## src/rtl/ram_arb_pkg.sv

```systemverilog
// Shared types for the two-port RAM arbiter: FSM states, requester ids and
// the request bundle at the default RAM geometry.
package ram_arb_pkg;

    typedef enum logic {
        ARB    = 1'b0,
        LOCKED = 1'b1
    } arb_state_e;

    typedef logic port_id_t;

    localparam port_id_t PORT_IFETCH = 1'b0;
    localparam port_id_t PORT_DATA   = 1'b1;

    localparam int unsigned REQ_ADDR_WIDTH = 10;
    localparam int unsigned REQ_DATA_WIDTH = 32;
    localparam int unsigned REQ_NB_COL     = 4;

    typedef struct packed {
        logic [REQ_NB_COL-1:0]     we;
        logic [REQ_ADDR_WIDTH-1:0] addr;
        logic [REQ_DATA_WIDTH-1:0] wdata;
    } ram_req_t;

endpackage

```

## src/rtl/ram_port_arbiter_rr.sv

```systemverilog
// Combinational two-way round-robin grant. A set mask bit removes that
// requester from consideration entirely.
module rr_arbiter_2
    import ram_arb_pkg::*;
(
    input  logic [1:0] req_i,
    input  logic [1:0] mask_i,
    input  port_id_t   last_gnt_i,
    output logic [1:0] gnt_o
);

    logic [1:0] elig;

    assign elig = req_i & ~mask_i;

    always_comb begin
        gnt_o = elig;
        // On a tie the port that did not win last time goes first.
        if (elig == 2'b11) begin
            gnt_o = (last_gnt_i == PORT_IFETCH) ? 2'b10 : 2'b01;
        end
    end

endmodule

```

## src/rtl/ram_port_arbiter.sv

```systemverilog
// Shares a single-port byte-write RAM between instruction fetch (port 0) and
// the load/store unit (port 1), with a port-1 lock for atomic sequences.
module ram_port_arbiter
    import ram_arb_pkg::*;
#(
    parameter int ADDR_WIDTH = 10,
    parameter int DATA_WIDTH = 32,
    parameter int NB_COL     = 4
) (
    input  logic                  clk_i,
    input  logic                  rst_i,

    input  logic                  m0_req_i,
    input  logic [NB_COL-1:0]     m0_we_i,
    input  logic [ADDR_WIDTH-1:0] m0_addr_i,
    input  logic [DATA_WIDTH-1:0] m0_wdata_i,
    output logic                  m0_gnt_o,
    output logic                  m0_rvalid_o,
    output logic [DATA_WIDTH-1:0] m0_rdata_o,

    input  logic                  m1_req_i,
    input  logic [NB_COL-1:0]     m1_we_i,
    input  logic [ADDR_WIDTH-1:0] m1_addr_i,
    input  logic [DATA_WIDTH-1:0] m1_wdata_i,
    input  logic                  m1_lock_i,
    output logic                  m1_gnt_o,
    output logic                  m1_rvalid_o,
    output logic [DATA_WIDTH-1:0] m1_rdata_o,

    output logic [NB_COL-1:0]     ram_we_o,
    output logic [ADDR_WIDTH-1:0] ram_addr_o,
    output logic [DATA_WIDTH-1:0] ram_wdata_o,
    input  logic [DATA_WIDTH-1:0] ram_rdata_i
);

    arb_state_e            state_q, state_d;
    port_id_t              last_gnt_q, last_gnt_d;
    logic                  rsp_pending_q, rsp_pending_d;
    port_id_t              rsp_owner_q, rsp_owner_d;
    logic [ADDR_WIDTH-1:0] addr_q, addr_d;
    logic [DATA_WIDTH-1:0] wdata_q, wdata_d;

    logic [1:0]            gnt_raw;
    logic [1:0]            gnt;
    logic [1:0]            mask;
    logic                  gnt_any;
    port_id_t              sel;
    logic [NB_COL-1:0]     sel_we;
    logic [ADDR_WIDTH-1:0] sel_addr;
    logic [DATA_WIDTH-1:0] sel_wdata;

    logic [1:0]            rvalid;
    logic [DATA_WIDTH-1:0] rdata_port [2];

    assign mask = (state_q == LOCKED) ? 2'b01 : 2'b00;

    rr_arbiter_2 u_rr (
        .req_i      ({m1_req_i, m0_req_i}),
        .mask_i     (mask),
        .last_gnt_i (last_gnt_q),
        .gnt_o      (gnt_raw)
    );

    // Grants are combinational, so they must be forced off while reset is held.
    assign gnt       = rst_i ? 2'b00 : gnt_raw;
    assign gnt_any   = |gnt;
    assign sel       = gnt[1] ? PORT_DATA : PORT_IFETCH;
    assign sel_we    = (sel == PORT_DATA) ? m1_we_i    : m0_we_i;
    assign sel_addr  = (sel == PORT_DATA) ? m1_addr_i  : m0_addr_i;
    assign sel_wdata = (sel == PORT_DATA) ? m1_wdata_i : m0_wdata_i;

    assign m0_gnt_o    = gnt[0];
    assign m1_gnt_o    = gnt[1];
    assign ram_we_o    = gnt_any ? sel_we    : '0;
    assign ram_addr_o  = gnt_any ? sel_addr  : addr_q;
    assign ram_wdata_o = gnt_any ? sel_wdata : wdata_q;

    always_comb begin
        state_d       = state_q;
        last_gnt_d    = last_gnt_q;
        rsp_pending_d = gnt_any;
        rsp_owner_d   = rsp_owner_q;
        addr_d        = addr_q;
        wdata_d       = wdata_q;

        if (gnt_any) begin
            last_gnt_d  = sel;
            rsp_owner_d = sel;
            addr_d      = sel_addr;
            wdata_d     = sel_wdata;
        end

        case (state_q)
            ARB: begin
                if (gnt[1] && m1_lock_i) begin
                    state_d = LOCKED;
                end
            end
            LOCKED: begin
                if (!m1_lock_i) begin
                    state_d = ARB;
                end
            end
            default: state_d = ARB;
        endcase
    end

    always_ff @(posedge clk_i or posedge rst_i) begin
        if (rst_i) begin
            state_q       <= ARB;
            last_gnt_q    <= PORT_DATA;
            rsp_pending_q <= 1'b0;
            rsp_owner_q   <= PORT_IFETCH;
            addr_q        <= '0;
            wdata_q       <= '0;
        end else begin
            state_q       <= state_d;
            last_gnt_q    <= last_gnt_d;
            rsp_pending_q <= rsp_pending_d;
            rsp_owner_q   <= rsp_owner_d;
            addr_q        <= addr_d;
            wdata_q       <= wdata_d;
        end
    end

    // Read data is steered to the owner of the previous grant and zeroed elsewhere.
    for (genvar gi = 0; gi < 2; gi++) begin : g_rsp
        assign rvalid[gi]     = rsp_pending_q && (rsp_owner_q == port_id_t'(gi));
        assign rdata_port[gi] = rvalid[gi] ? ram_rdata_i : '0;
    end

    assign m0_rvalid_o = rvalid[0];
    assign m1_rvalid_o = rvalid[1];
    assign m0_rdata_o  = rdata_port[0];
    assign m1_rdata_o  = rdata_port[1];

endmodule

```

## config.mk

```make
export PLATFORM = sky130hd
export DESIGN_NAME = ram_port_arbiter
export DESIGN_NICKNAME = d
export VERILOG_FILES = /design/src/rtl/ram_arb_pkg.sv /design/src/rtl/ram_port_arbiter_rr.sv /design/src/rtl/ram_port_arbiter.sv
export SDC_FILE = /design/constraint.sdc
export NUM_CORES = 1
export LEC_CHECK = 0
export BUFFER_PORTS_ARGS = -buffer_cell sky130_fd_sc_hd__buf_4
export CORE_ASPECT_RATIO = 1.75
export CORE_MARGIN = 5
export CORE_UTILIZATION = 38
export CTS_CLUSTER_SIZE = 25
export DETAILED_ROUTE_END_ITERATION = 10
export GPL_ROUTABILITY_DRIVEN = 1
export PLACE_DENSITY = 0.78
export SLEW_MARGIN = 20
export SYNTH_ARGS = -nofsm -noshare
export SYNTH_HDL_FRONTEND = slang
export SYNTH_SLANG_ARGS = --single-unit
```

## constraint.sdc

```tcl
create_clock -name clk_i -period 1.47 [get_ports clk_i]
set_input_delay 0.0735 -clock clk_i [delete_from_list [all_inputs] [get_ports clk_i]]
set_output_delay 0.0735 -clock clk_i [all_outputs]
set_load 0.01 [all_outputs]
```

# --- After elaboration in Yosys (flattened, before gate mapping) ---
# Cells that the tools add are included.
word_totals:
  ff_bits: 46
  input_bits: 129
  output_inout_bits: 114
  wordCells: 31
classes:
  eq_ne: 1
  n_mux: 16
  bitwise: 4
  reduce_logical: 4
op_table:
  columns: ["operator", "n"]
  rows:
  - ["32-bit 2-to-1 mux", 4]
  - ["10-bit 2-to-1 mux", 2]
  - ["4-bit 2-to-1 mux", 2]
  - ["2-bit 2-to-1 mux", 3]
  - ["1-bit 2-to-1 mux", 4]
  - ["1-bit logical AND", 3]
  - ["2-bit AND", 1]
  - ["2-bit == test, second input constant", 1]
  - ["1-bit NOT", 2]
  - ["1-bit NOT with 2-bit output", 1]
  - ["1-bit case mux with 2 select lines", 1]
  - ["2-bit OR reduction", 1]

# --- Logic depth before layout (Yosys ltp) ---
logic_depth:
  depth_word: 9
  ltp_mapped: 6
  mapped_depth_nobuf: 4

# --- By module ---
# Synthesis repeated with hierarchy kept, for this count alone.
hier_totals:
  hier_cells: 337
  hier_area_um2: 2807.7
modules_own_cells:
  columns: ["module", "instances", "cells_each", "area_each_um2", "seq_area_each_um2"]
  rows:
  - ["ram_port_arbiter", 1, 333, 2775.2, 1152.4]
  - ["rr_arbiter_2", 1, 4, 32.5, 0.0]

# --- Worst setup path after synthesis ---
# Ideal clock, no wire load.
synth_timing:
  path_kind: "register to register"
  from: "register last_gnt_q"
  to: "register wdata_q[25]"
  setup_ns: 0.147
  arrival_time_ns: 1.304
  t_required_ns: 1.323
  slack_ns: 0.019
  stages_incl_launch_ff: 6
  n_path_buf: 2
  synth_period_minus_slack_ns: 1.451
  cell_sequence: "dfstp_2 nand3b_1 buf_2 buf_2 a221oi_1 a2bb2oi_2"
synth_via:
  elab_chain_len: 6
  word_cells_on_any_way: 7
  classes_between: "mux (6); reduce/logical (1)"
synth_rtl:
  columns: ["item", "line", "text"]
  rows:
  - ["start, declared", "ram_port_arbiter.sv:37", "port_id_t last_gnt_q, last_gnt_d;"]
  - ["start signal, assigned", "ram_port_arbiter.sv:118", "last_gnt_q <= last_gnt_d;"]
  - ["2-bit 2-to-1 mux (*)", "ram_port_arbiter_rr.sv:20", "gnt_o = (last_gnt_i == PORT_IFETCH) ? 2'b10 : 2'b01;"]
  - ["2-bit 2-to-1 mux (*)", "ram_port_arbiter_rr.sv:19", "if (elig == 2'b11) begin"]
  - ["2-bit 2-to-1 mux (*)", "ram_port_arbiter.sv:65", "assign gnt = rst_i ? 2'b00 : gnt_raw;"]
  - ["1-bit 2-to-1 mux", "ram_port_arbiter.sv:67", "assign sel = gnt[1] ? PORT_DATA : PORT_IFETCH;"]
  - ["32-bit 2-to-1 mux", "ram_port_arbiter.sv:70", "assign sel_wdata = (sel == PORT_DATA) ? m1_wdata_i : m0_wdata_i;"]
  - ["32-bit 2-to-1 mux (*)", null, null]
  - ["named net ram_wdata_o[25]", "ram_port_arbiter.sv:32", "output logic [DATA_WIDTH-1:0] ram_wdata_o,"]
  - ["end signal, assigned", "ram_port_arbiter.sv:122", "wdata_q <= wdata_d;"]
  - ["end, declared", "ram_port_arbiter.sv:41", "logic [DATA_WIDTH-1:0] wdata_q, wdata_d;"]
# Mark *: on every way through the listed nets, which the timed path passes. The rest lies on a longest branch.
# A chain may end at the register's enable or synchronous reset.

# --- Final worst setup path ---
layout_timing:
  from: "register last_gnt_q"
  to: "output port ram_wdata_o[10]"
layout_via:
  elab_chain_len: 6
  word_cells_on_any_way: 7
  classes_between: "mux (6); reduce/logical (1)"
layout_rtl:
  columns: ["item", "line", "text"]
  rows:
  - ["2-bit 2-to-1 mux (*)", "ram_port_arbiter_rr.sv:20", null]
  - ["2-bit 2-to-1 mux (*)", "ram_port_arbiter_rr.sv:19", null]
  - ["2-bit 2-to-1 mux (*)", "ram_port_arbiter.sv:65", null]
  - ["1-bit 2-to-1 mux", "ram_port_arbiter.sv:67", null]
  - ["32-bit 2-to-1 mux", "ram_port_arbiter.sv:70", null]
  - ["32-bit 2-to-1 mux (*)", "ram_port_arbiter.sv:76", "assign ram_wdata_o = gnt_any ? sel_wdata : wdata_q;"]
  - ["end, declared", "ram_port_arbiter.sv:32", null]
# Every way passes the cells marked *; elsewhere a longest branch is shown, timed or not.

==> flow_metrics.py <==
metrics = {
    "outcome": {
        "status": "finished, violations left",
        "violations": "setup timing",
    },
    "synthesis": {
        "synthXorXnorAreaFrac_pct": 0,
        "syn-cell-area_um2": 3447,
        "synth-main-ff-cell": "dfrtp_1",
        "synth.area.top_cells": "dfrtp_1, a2bb2oi_2, and2_1",
        "synth_area_leader_cell": "dfrtp_1",
        "synth_compound_area_share_pct": 36.77,
        "yosys.area_share.simple_pct": 21.60,
        "synth_adder_area_share_pct": 0,
        "synth_edf_count": 0,
        "synth.top_cell.area_share_pct": 32.67,
        "yosysWarnings": 0,
        "synthArstFlopShare_pct": 100.0,
        "synth_top_family_by_area": "compound AO/OA/AOI/OAI gates",
        "netlist_top_cells_count": "and2_1, dfrtp_1, a221oi_1, o21ai_0, a2bb2oi_2",
        "avgSynthCellArea_um2": 9.765,
        "yosys_register_bits": 46,
        "synth_cells": 353,
        "yosysSeqAreaShare_pct": 33.43,
        "synth_mux_area_share_pct": 0,
        "synth_nets": 482,
        "synth_most_common_cell": "and2_1",
        "synth.distinct_cells": 29,
    },
    "placement": {
        "dp_hpwl_um": 11380,
        "dp_slack_ps": -234.6,
        "gp_congestion": 0.8234,
        "place_area_um2": 5449,
        "io_buffers": 242,
    },
    "sta": {
        "hold_viol_final": 0,
        "worst_pin_slew_ps": 666.1,
        "whs_ps": 14.51,
        "worst_slack_ps": -504.3,
        "rsz0062_at_grt": "true",
        "slew_violations": 0,
        "min_period_ps": 1974,
        "setup_viol": 88,
        "fin_crit_sh_pct": 134.3,
        "slew_headroom_pct": 55.59,
        "max_freq_mhz": 506.5,
        "clock_skew_ps": 5.434,
    },
    "finish": {
        "drive_gt1_share_pct": 67.15,
        "nNetsFinal": 747,
        "area_growth_pct": 96.52,
        "nFillCells": 573,
        "n_antenna_cell": 0,
        "final_area_um2": 6774,
    },
    "floorplanning": {
        "io_pins": 243,
        "die_area_um2": 11150,
        "rows": 46,
        "coreArea_um2": 8979,
        "dieHeight_um": 136.0,
        "start_util_pct": 38.39,
        "die_w_um": 82.00,
    },
    "worst_hold_path": {
        "hp-class": "in -> reg",
    },
    "grt": {
        "antenna_found_initial": 0,
        "track_usage_pct": 28.25,
        "grt-ovfl-total": 0,
        "grt_max_degree": 35,
        "grt_pass1_vias": 4418,
        "grt_first_pass_wirelength_um": 23600,
    },
    "run": {
        "cap_violations": 0,
    },
    "clock_tree": {
        "clk_pin_slew_ps": 60,
        "cts_buffers": 5,
        "postCtsHoldBufs": 0,
        "h-tree-depth": 2,
        "clockBufferDepth": 2,
        "cts_tree": "built",
        "cts_root_buffer": "clkbuf_16",
        "clock-sinks": 46,
        "clock_latency_ps": 290,
    },
    "routing": {
        "drc": 0,
        "wirelength_um": 17300,
        "antenna_left": 0,
        "first_pass_iters": 4,
        "vias_per_cell": 5.663,
        "wl_per_cell_um": 23.43,
        "dr_total_vias": 4179,
        "drtIter0Drc": 186,
    },
    "critical_path": {
        "endpoint_kind": "output pin",
        "required_ps": 1400,
        "crit_type": "reg -> out",
        "cp_max_fo": 9,
        "cp-start-kind": "flip-flop",
        "arrival_ps": 1900,
        "crit_chain": "and3b_2 > buf_4 > buf_12 > o21ai_0 > a2bb2oi_2 > buf_4",
        "path_common_cell": "buf_4",
        "cpMaxStageDelayCell": "dfstp_2",
        "slowest_delay_ps": 560,
    },
    "power_and_ir_drop": {
        "p_leak_uw": 0.003129,
        "powerDensity_nw_per_um2": 827.6,
        "ir_drop_mv": 0.6747,
    },
}
==> metal layers <==
layer  vias up  GRT usage (%)  share of wire, %
li1       1866              -                 -
met1      1996          27.41                31
met2       245          53.06                55
met3        72          5.504               8.1
met4         0          16.08               5.6
met5         -              0                 0
==> state kept, by name, indices dropped and copies added, names as in the netlist <==
register	count
addr_q	10
last_gnt_q	1
rsp_owner_q	1
rsp_pending_q	1
state_q	1
wdata_q	32
==> logic make-up after synthesis <==
family	Yosys count
compound gates	138
buf+inv	49
flops	46
simple gates	120
==> worst max-delay path, delay by kind of cell, from the launching register on <==
kind                   cells  cell delay (ps)
buffers and inverters      3              420
flip-flops                 1              560
AND/OR/NAND/NOR            1              240
AO/OA/AOI/OAI              2              390
==> final cells by class <==
cell class | instances | area (um^2) | share of cell area (%)
clock buffers | 6 | 138.9 | 2.050
clock inverters | 1 | 30.03 | 0.4433
inverters | 3 | 27.53 | 0.4064
multi-input cells | 258 | 2699 | 39.84
flip-flops and latches | 46 | 1152 | 17.01
well taps | 120 | 150.1 | 2.216
repair buffers | 304 | 2576 | 38.03
==> cells in the final DEF (no fill, tap or decap), types with 2 or more instances in the layout <==
master / n
o21ai_0: 20
clkbuf_16: 7
a221oi_4: 29
buf_12: 8
buf_8: 2
o21ai_1: 22
buf_4: 281
a221oi_2: 13
a21oi_1: 2
o21ai_2: 3
a21o_1: 2
and3_1: 32
buf_6: 5
a21oi_2: 2
nand3_2: 3
a2bb2oi_2: 42
and2_1: 75
dfrtp_1: 45
buf_16: 5
==> worst paths after layout <==
kind | start | endpoint | slack [ps] | cells past startpoint
min reg2reg | addr_q[1] | addr_q[1] | 540 | 1
max | last_gnt_q | ram_wdata_o[10] | -500 | 6
min in group asynchronous | rst_i | wdata_q[2] | 420 | 4
max in group asynchronous | rst_i | last_gnt_q | 750 | 4
min | m1_lock_i | state_q | 10 | 2
max reg2reg | last_gnt_q | wdata_q[28] | -210 | 6
==> repair_timing <==
action	4_1_cts	5_1_grt
cloned	6	3
endpoints found under the setup margin	77	124
buffers inserted	21	8
resized for setup	89	45
pin swaps	40	33
==> per-stage QoR <==
| stage | utilization, % | setup TNS, ps | power (uW) | cells |
|---|---|---|---|---|
| 3_3_place_gp | 60.69 | -2444 | 3535 | 697 |
| 5_1_grt | 75.45 | -29580 | 5816 | 738 |
| 2_1_floorplan | - | 0 | 2614 | 353 |
| 6_report | 75.45 | -23390 | 5606 | 738 |
| 4_1_cts | 71.84 | -19120 | 5412 | 731 |
| 3_5_place_dp | 60.69 | -4796 | 3591 | 697 |
==> power breakdown <==
group          total [uW]  switching (uW)  internal (uW)
logic                2690            1220           1470
clock network        1340             503            841
registers            1570             110           1460
No activity file was read; power rests on OpenSTA's default activity.
